[src/rtl/cpu_ctrl_pkg.sv]
// Shared encodings for the multi-cycle MIPS-subset control path: ALU ops, opcodes, states, mux selects.
// Pure definitions; no latency or flow control of its own.
package cpu_ctrl_pkg;

  typedef enum logic [2:0] {
    ALU_ADD   = 3'b000,
    ALU_SUB   = 3'b001,
    ALU_RTYPE = 3'b010,
    ALU_ITYPE = 3'b011
  } alu_op_t;

  localparam logic [5:0] OP_RTYPE = 6'h00;
  localparam logic [5:0] OP_J     = 6'h02;
  localparam logic [5:0] OP_BEQ   = 6'h04;
  localparam logic [5:0] OP_ADDI  = 6'h08;
  localparam logic [5:0] OP_LW    = 6'h23;
  localparam logic [5:0] OP_SW    = 6'h2B;

  typedef enum logic [3:0] {
    ST_FETCH     = 4'd0,
    ST_DECODE    = 4'd1,
    ST_MEM_ADDR  = 4'd2,
    ST_MEM_READ  = 4'd3,
    ST_MEM_WB    = 4'd4,
    ST_MEM_WRITE = 4'd5,
    ST_EXECUTE   = 4'd6,
    ST_R_WB      = 4'd7,
    ST_BRANCH    = 4'd8,
    ST_JUMP      = 4'd9,
    ST_ADDI_EX   = 4'd10,
    ST_ADDI_WB   = 4'd11
  } state_t;

  typedef enum logic [1:0] {
    SRCB_REG      = 2'b00,
    SRCB_FOUR     = 2'b01,
    SRCB_IMM      = 2'b10,
    SRCB_IMM_SHL2 = 2'b11
  } alu_src_b_t;

  typedef enum logic [1:0] {
    PCSRC_ALU     = 2'b00,
    PCSRC_ALU_OUT = 2'b01,
    PCSRC_JUMP    = 2'b10
  } pc_source_t;

  typedef struct packed {
    logic       pc_write;
    logic       iord;
    logic       mem_read;
    logic       mem_write;
    logic       ir_write;
    logic       reg_write;
    logic       reg_dst;
    logic       mem_to_reg;
    logic       alu_src_a;
    alu_src_b_t alu_src_b;
    alu_op_t    alu_op;
    pc_source_t pc_source;
    logic       instr_done;
    logic       illegal_op;
    logic       mem_error;
  } ctrl_t;

endpackage

[src/rtl/mem_wait_timer.sv]
// Counts memory wait cycles; expired is combinational on the wait cycle that reaches MEM_TIMEOUT.
// No flow control; clear has priority over count_en, MEM_TIMEOUT=0 never expires.
module mem_wait_timer #(
  parameter int MEM_TIMEOUT = 255,
  parameter int TO_W        = 8
) (
  input  logic clk,
  input  logic reset,
  input  logic clear,
  input  logic count_en,
  output logic expired
);

  logic [TO_W-1:0] cnt;

  always_ff @(posedge clk) begin
    if (reset || clear) begin
      cnt <= '0;
    end else if (count_en) begin
      cnt <= cnt + TO_W'(1);
    end
  end

  // The current wait cycle is counted before comparing, hence the -1.
  generate
    if (MEM_TIMEOUT == 0) begin : g_off
      assign expired = 1'b0;
    end else begin : g_on
      assign expired = count_en && (cnt == TO_W'(MEM_TIMEOUT - 1));
    end
  endgenerate

endmodule

[src/rtl/multicycle_control.sv]
// Main control FSM: fetch/decode/execute/mem/writeback; lw 5, sw/R/addi 4, beq/j 3 cycles at zero wait.
// Stalls in memory states until Mem_Ready; watchdog abandons the instruction and refetches on expiry.
module multicycle_control
  import cpu_ctrl_pkg::*;
#(
  parameter int MEM_TIMEOUT = 255,
  parameter int TO_W        = 8
) (
  input  logic       clk,
  input  logic       reset,
  input  logic [5:0] Opcode,
  input  logic       Zero,
  input  logic       Mem_Ready,
  output logic       PC_Write,
  output logic       IorD,
  output logic       Mem_Read,
  output logic       Mem_Write,
  output logic       IR_Write,
  output logic       Reg_Write,
  output logic       Reg_Dst,
  output logic       Mem_To_Reg,
  output logic       ALU_Src_A,
  output logic [1:0] ALU_Src_B,
  output logic [2:0] ALU_Op,
  output logic [1:0] PC_Source,
  output logic       Instr_Done,
  output logic       Illegal_Op,
  output logic       Mem_Error
);

  state_t state;
  state_t state_nxt;
  ctrl_t  ctl;
  logic   wait_cyc;
  logic   expired;
  logic   timer_clear;

  always_ff @(posedge clk) begin
    if (reset) begin
      state <= ST_FETCH;
    end else begin
      state <= state_nxt;
    end
  end

  assign wait_cyc = !reset && !Mem_Ready &&
                    ((state == ST_FETCH) || (state == ST_MEM_READ) || (state == ST_MEM_WRITE));

  // Any state change (including the expiry restart of FETCH) starts a fresh wait window.
  assign timer_clear = (state_nxt != state) || expired;

  mem_wait_timer #(
    .MEM_TIMEOUT(MEM_TIMEOUT),
    .TO_W       (TO_W)
  ) u_timer (
    .clk     (clk),
    .reset   (reset),
    .clear   (timer_clear),
    .count_en(wait_cyc),
    .expired (expired)
  );

  always_comb begin
    ctl       = '0;
    state_nxt = state;
    case (state)
      ST_FETCH: begin
        ctl.mem_read  = 1'b1;
        ctl.alu_src_b = SRCB_FOUR;
        ctl.alu_op    = ALU_ADD;
        ctl.pc_source = PCSRC_ALU;
        ctl.ir_write  = Mem_Ready;
        ctl.pc_write  = Mem_Ready;
        if (Mem_Ready) state_nxt = ST_DECODE;
      end
      ST_DECODE: begin
        ctl.alu_src_b = SRCB_IMM_SHL2;
        ctl.alu_op    = ALU_ADD;
        case (Opcode)
          OP_LW, OP_SW: state_nxt = ST_MEM_ADDR;
          OP_RTYPE:     state_nxt = ST_EXECUTE;
          OP_BEQ:       state_nxt = ST_BRANCH;
          OP_J:         state_nxt = ST_JUMP;
          OP_ADDI:      state_nxt = ST_ADDI_EX;
          default: begin
            ctl.illegal_op = 1'b1;
            state_nxt      = ST_FETCH;
          end
        endcase
      end
      ST_MEM_ADDR: begin
        ctl.alu_src_a = 1'b1;
        ctl.alu_src_b = SRCB_IMM;
        ctl.alu_op    = ALU_ITYPE;
        state_nxt     = (Opcode == OP_SW) ? ST_MEM_WRITE : ST_MEM_READ;
      end
      ST_MEM_READ: begin
        ctl.mem_read = 1'b1;
        ctl.iord     = 1'b1;
        if (Mem_Ready) state_nxt = ST_MEM_WB;
      end
      ST_MEM_WB: begin
        ctl.reg_write  = 1'b1;
        ctl.mem_to_reg = 1'b1;
        ctl.instr_done = 1'b1;
        state_nxt      = ST_FETCH;
      end
      ST_MEM_WRITE: begin
        ctl.mem_write  = 1'b1;
        ctl.iord       = 1'b1;
        ctl.instr_done = Mem_Ready;
        if (Mem_Ready) state_nxt = ST_FETCH;
      end
      ST_EXECUTE: begin
        ctl.alu_src_a = 1'b1;
        ctl.alu_src_b = SRCB_REG;
        ctl.alu_op    = ALU_RTYPE;
        state_nxt     = ST_R_WB;
      end
      ST_R_WB: begin
        ctl.reg_write  = 1'b1;
        ctl.reg_dst    = 1'b1;
        ctl.instr_done = 1'b1;
        state_nxt      = ST_FETCH;
      end
      ST_BRANCH: begin
        ctl.alu_src_a  = 1'b1;
        ctl.alu_src_b  = SRCB_REG;
        ctl.alu_op     = ALU_SUB;
        ctl.pc_source  = PCSRC_ALU_OUT;
        ctl.pc_write   = Zero;
        ctl.instr_done = 1'b1;
        state_nxt      = ST_FETCH;
      end
      ST_JUMP: begin
        ctl.pc_source  = PCSRC_JUMP;
        ctl.pc_write   = 1'b1;
        ctl.instr_done = 1'b1;
        state_nxt      = ST_FETCH;
      end
      ST_ADDI_EX: begin
        ctl.alu_src_a = 1'b1;
        ctl.alu_src_b = SRCB_IMM;
        ctl.alu_op    = ALU_ADD;
        state_nxt     = ST_ADDI_WB;
      end
      ST_ADDI_WB: begin
        ctl.reg_write  = 1'b1;
        ctl.instr_done = 1'b1;
        state_nxt      = ST_FETCH;
      end
      default: state_nxt = ST_FETCH;
    endcase

    // Expiry only fires with Mem_Ready low, so IR/PC strobes and Instr_Done are already 0 here.
    if (expired) begin
      ctl.mem_read  = 1'b0;
      ctl.mem_write = 1'b0;
      ctl.mem_error = 1'b1;
      state_nxt     = ST_FETCH;
    end

    if (reset) ctl = '0;
  end

  assign PC_Write   = ctl.pc_write;
  assign IorD       = ctl.iord;
  assign Mem_Read   = ctl.mem_read;
  assign Mem_Write  = ctl.mem_write;
  assign IR_Write   = ctl.ir_write;
  assign Reg_Write  = ctl.reg_write;
  assign Reg_Dst    = ctl.reg_dst;
  assign Mem_To_Reg = ctl.mem_to_reg;
  assign ALU_Src_A  = ctl.alu_src_a;
  assign ALU_Src_B  = ctl.alu_src_b;
  assign ALU_Op     = ctl.alu_op;
  assign PC_Source  = ctl.pc_source;
  assign Instr_Done = ctl.instr_done;
  assign Illegal_Op = ctl.illegal_op;
  assign Mem_Error  = ctl.mem_error;

endmodule

[config.mk]
export PLATFORM = sky130hd
export DESIGN_NAME = multicycle_control
export DESIGN_NICKNAME = d
export VERILOG_FILES = /design/src/rtl/cpu_ctrl_pkg.sv /design/src/rtl/mem_wait_timer.sv /design/src/rtl/multicycle_control.sv
export SDC_FILE = /design/constraint.sdc
export NUM_CORES = 1
export LEC_CHECK = 0
export CORE_UTILIZATION = 35
export DETAILED_ROUTE_END_ITERATION = 7
export DONT_BUFFER_PORTS = 1
export PLACE_DENSITY = 0.61
export SETUP_SLACK_MARGIN = 0.05
export SLEW_MARGIN = 20
export SYNTH_ARGS = -nofsm -noshare
export SYNTH_HDL_FRONTEND = slang
export SYNTH_HIERARCHICAL = 1
export SYNTH_SLANG_ARGS = --single-unit
[constraint.sdc]
create_clock -name clk -period 3.4 [get_ports clk]
set_clock_uncertainty 0.2 [all_clocks]
set_input_delay 0.68 -clock clk [delete_from_list [all_inputs] [get_ports clk]]
set_output_delay 0.68 -clock clk [all_outputs]
set_load 0.02 [all_outputs]
==> results of run 1 <==
==> per-layer routing <==
metal	wire length, um	up-vias	part of all wire	GRT usage
met4	0	0	0	0.0399
met5	0	-	0	0
li1	-	590	-	-
met1	1490	577	0.48	0.284
met2	1410	45	0.45	0.271
met3	238	0	0.076	0.0238
==> where the power goes <==
part           switching (mW)  internal [mW]  total (mW)
clock network          0.0521         0.0650       0.117
logic                  0.0352         0.0245      0.0597
registers             0.00267          0.142       0.145
==> critical path, stage by stage (launching register included) <==
cell	delay, ns
dfxtp_1	0.34
inv_1	0.16
nand2_1	0.10
mux2_2	0.27
nor4_1	0.27
nand4_1	0.13
nor2_1	0.14
buf_4	0.17
nor4_1	0.06
buf_4	0.18
==> layout make-up <==
cell class / count / area [um^2]
clock buffer: 4 / 36.3
fill: 347 / 1810
inverter: 4 / 15.0
multi-input combinational: 125 / 835
sequential: 12 / 240
tap: 44 / 55.1
timing repair buffer: 15 / 110
==> state kept, by name, indices dropped and copies added, names as in the netlist <==
register     count
state            4
u_timer/cnt      8
==> cell usage after synthesis (all sizes together), types with 2 or more instances <==
| cell | count |
|---|---|
| nand4 | 6 |
| mux2i | 2 |
| clkbuf | 4 |
| ha | 2 |
| a2111oi | 2 |
| a221oi | 2 |
| nand2 | 7 |
| nor3b | 4 |
| inv | 4 |
| dfxtp | 12 |
| nor4b | 4 |
| nand3 | 4 |
| a211oi | 2 |
| nor4 | 7 |
| buf | 11 |
| xor2 | 6 |
| nor2b | 3 |
| nand2b | 3 |
| xnor2 | 3 |
| or3 | 7 |
| a21oi | 11 |
| o211ai | 2 |
| nor3 | 7 |
| o21ai | 8 |
| nor2 | 14 |
| a32oi | 2 |
==> worst paths after layout <==
| path | startpoint | to | slack [ns] | cells past startpoint |
|---|---|---|---|---|
| hold reg to reg | u_timer/cnt[6]$_SDFFE_PP0P_ | u_timer/cnt[6]$_SDFFE_PP0P_ | 0.31 | 2 |
| setup reg to reg | state[2]$_SDFF_PP0_ | u_timer/cnt[1]$_SDFFE_PP0P_ | 0.56 | 12 |
| setup / recovery | state[2]$_SDFF_PP0_ | Mem_Read | 0.44 | 9 |
| hold / removal | reset | state[2]$_SDFF_PP0_ | 0.26 | 1 |
==> cell families (layout without fill, tap and decap cells) <==
| logic type | after synthesis | count (layout) | share of synthesized area |
|---|---|---|---|
| buf+inv | 19 | 23 | 0.0783 |
| mux | 3 | 3 | 0.0268 |
| simple gates | 72 | 72 | 0.369 |
| xor+xnor | 9 | 9 | 0.0676 |
| compound gates | 38 | 38 | 0.227 |
| flops | 12 | 12 | 0.206 |
| other cells | 1 | 1 | 0.00322 |
| fa+ha+maj | 2 | 2 | 0.0215 |
==> flow_summary.ini, run 1 <==
[status]
status = complete, no violations

[cts]
clkTransAtPathRegs_ns = 0.08
clk_path_buf_depth = 2
post_cts_buffers = 0
cts_tree = built
ctsResizeCount = 0
cts.sinks = 12
clk_root_buffer_cell = clkbuf_4
htree_levels = 1
ctsHoldBuffers = 0
cts_buffers = 3
clk_latency_ns = 0.27

[synth]
syn_area_um2 = 1170
synth_top_area_frac = 0.206
ys_seq_area_frac = 0.206
synth.avg_cell_area_um2 = 7.48
synth_fp_nets = 168
netlist_instances = 156
async_flop_share = 0
synth_edf_count = 0
yosysWarnings = 6
synth_seq_cells = 12
ys.flop_type = dfxtp_1
yosysTopAreaCell = dfxtp_1
yosys-top-cells-area = dfxtp_1 (21%), a21oi_1 (4.7%), nor2_1 (4.5%)
synth_cell_types = 51

[detailed_routing]
ant_nets = 0
finalWirelength_um = 3140
drc = 0
post_drt_wl_per_cell_um = 15.4
drtPass1Iterations = 4
via_per_inst = 5.94
drt-initial-drc-count = 54
dr_total_vias = 1212

[placed_design]
dpl-instance-area_um2 = 1250
dpl.hpwl_um = 2270
dpl.cell_count = 200
gp_congestion = 0.883
io_buffer_count = 0
pre_cts_slack_ns = 0.615

[floorplanning]
fp.dieH_um = 59.7
die_w_um = 59.7
die_area_um2 = 3570
start_util = 0.376
row_count = 20
core-area_um2 = 3100
pin_count = 29

[worst_setup_path]
setup.worst_path.class = reg2out
arrival_ns = 2.08
cp-end-kind = output port
cp.required_ns = 2.52
start_kind = flop
cp_max_fo = 6

[global_route]
grt_max_degree = 25
antenna_found_initial = 0
grt_pass1_vias = 1060
grt_pass1_wl_um = 5110
grt.overflow.total = 0
grt_use_total = 0.185

[final_layout]
antennaDiodeCount = 0
area_growth_pct = 10.7
drive_gt1_frac = 0.181
layout_common_cells = nor2_1 (14), buf_4 (14), dfxtp_1 (12)
finalNetCount = 173
fin_area_um2 = 1290
utilization = 0.416
fin_cells = 204

[sta]
maxSlewViolCount = 0
layout_setup_ws_ns = 0.437
slew_headroom = 0.539
finalHoldViolCount = 0
fin_crit_ns = 2.96
fin_hold_ws_ns = 0.263
setup_viol = 0
period_share = 0.871
tightest_slew_ns = 0.690
rsz0062_at_grt = false
fmax_mhz = 337
setup_tns_ns = 0

[power]
p_total_mw = 0.322
ir_worst_vdd_uv = 118
powerDensity_nw_per_um2 = 249
power.leakage_nw = 0.443

[job]
maxCapViolCount = 0

[min_path]
hold_path.class = in2reg
Note: power is estimated with default switching activity, not from simulation.
==> run 2: changes to the inputs <==
- CAP_MARGIN: unset -> 40
==> results of run 2 <==
No change in the layout: final DEF, timing and power equal those of run 1.
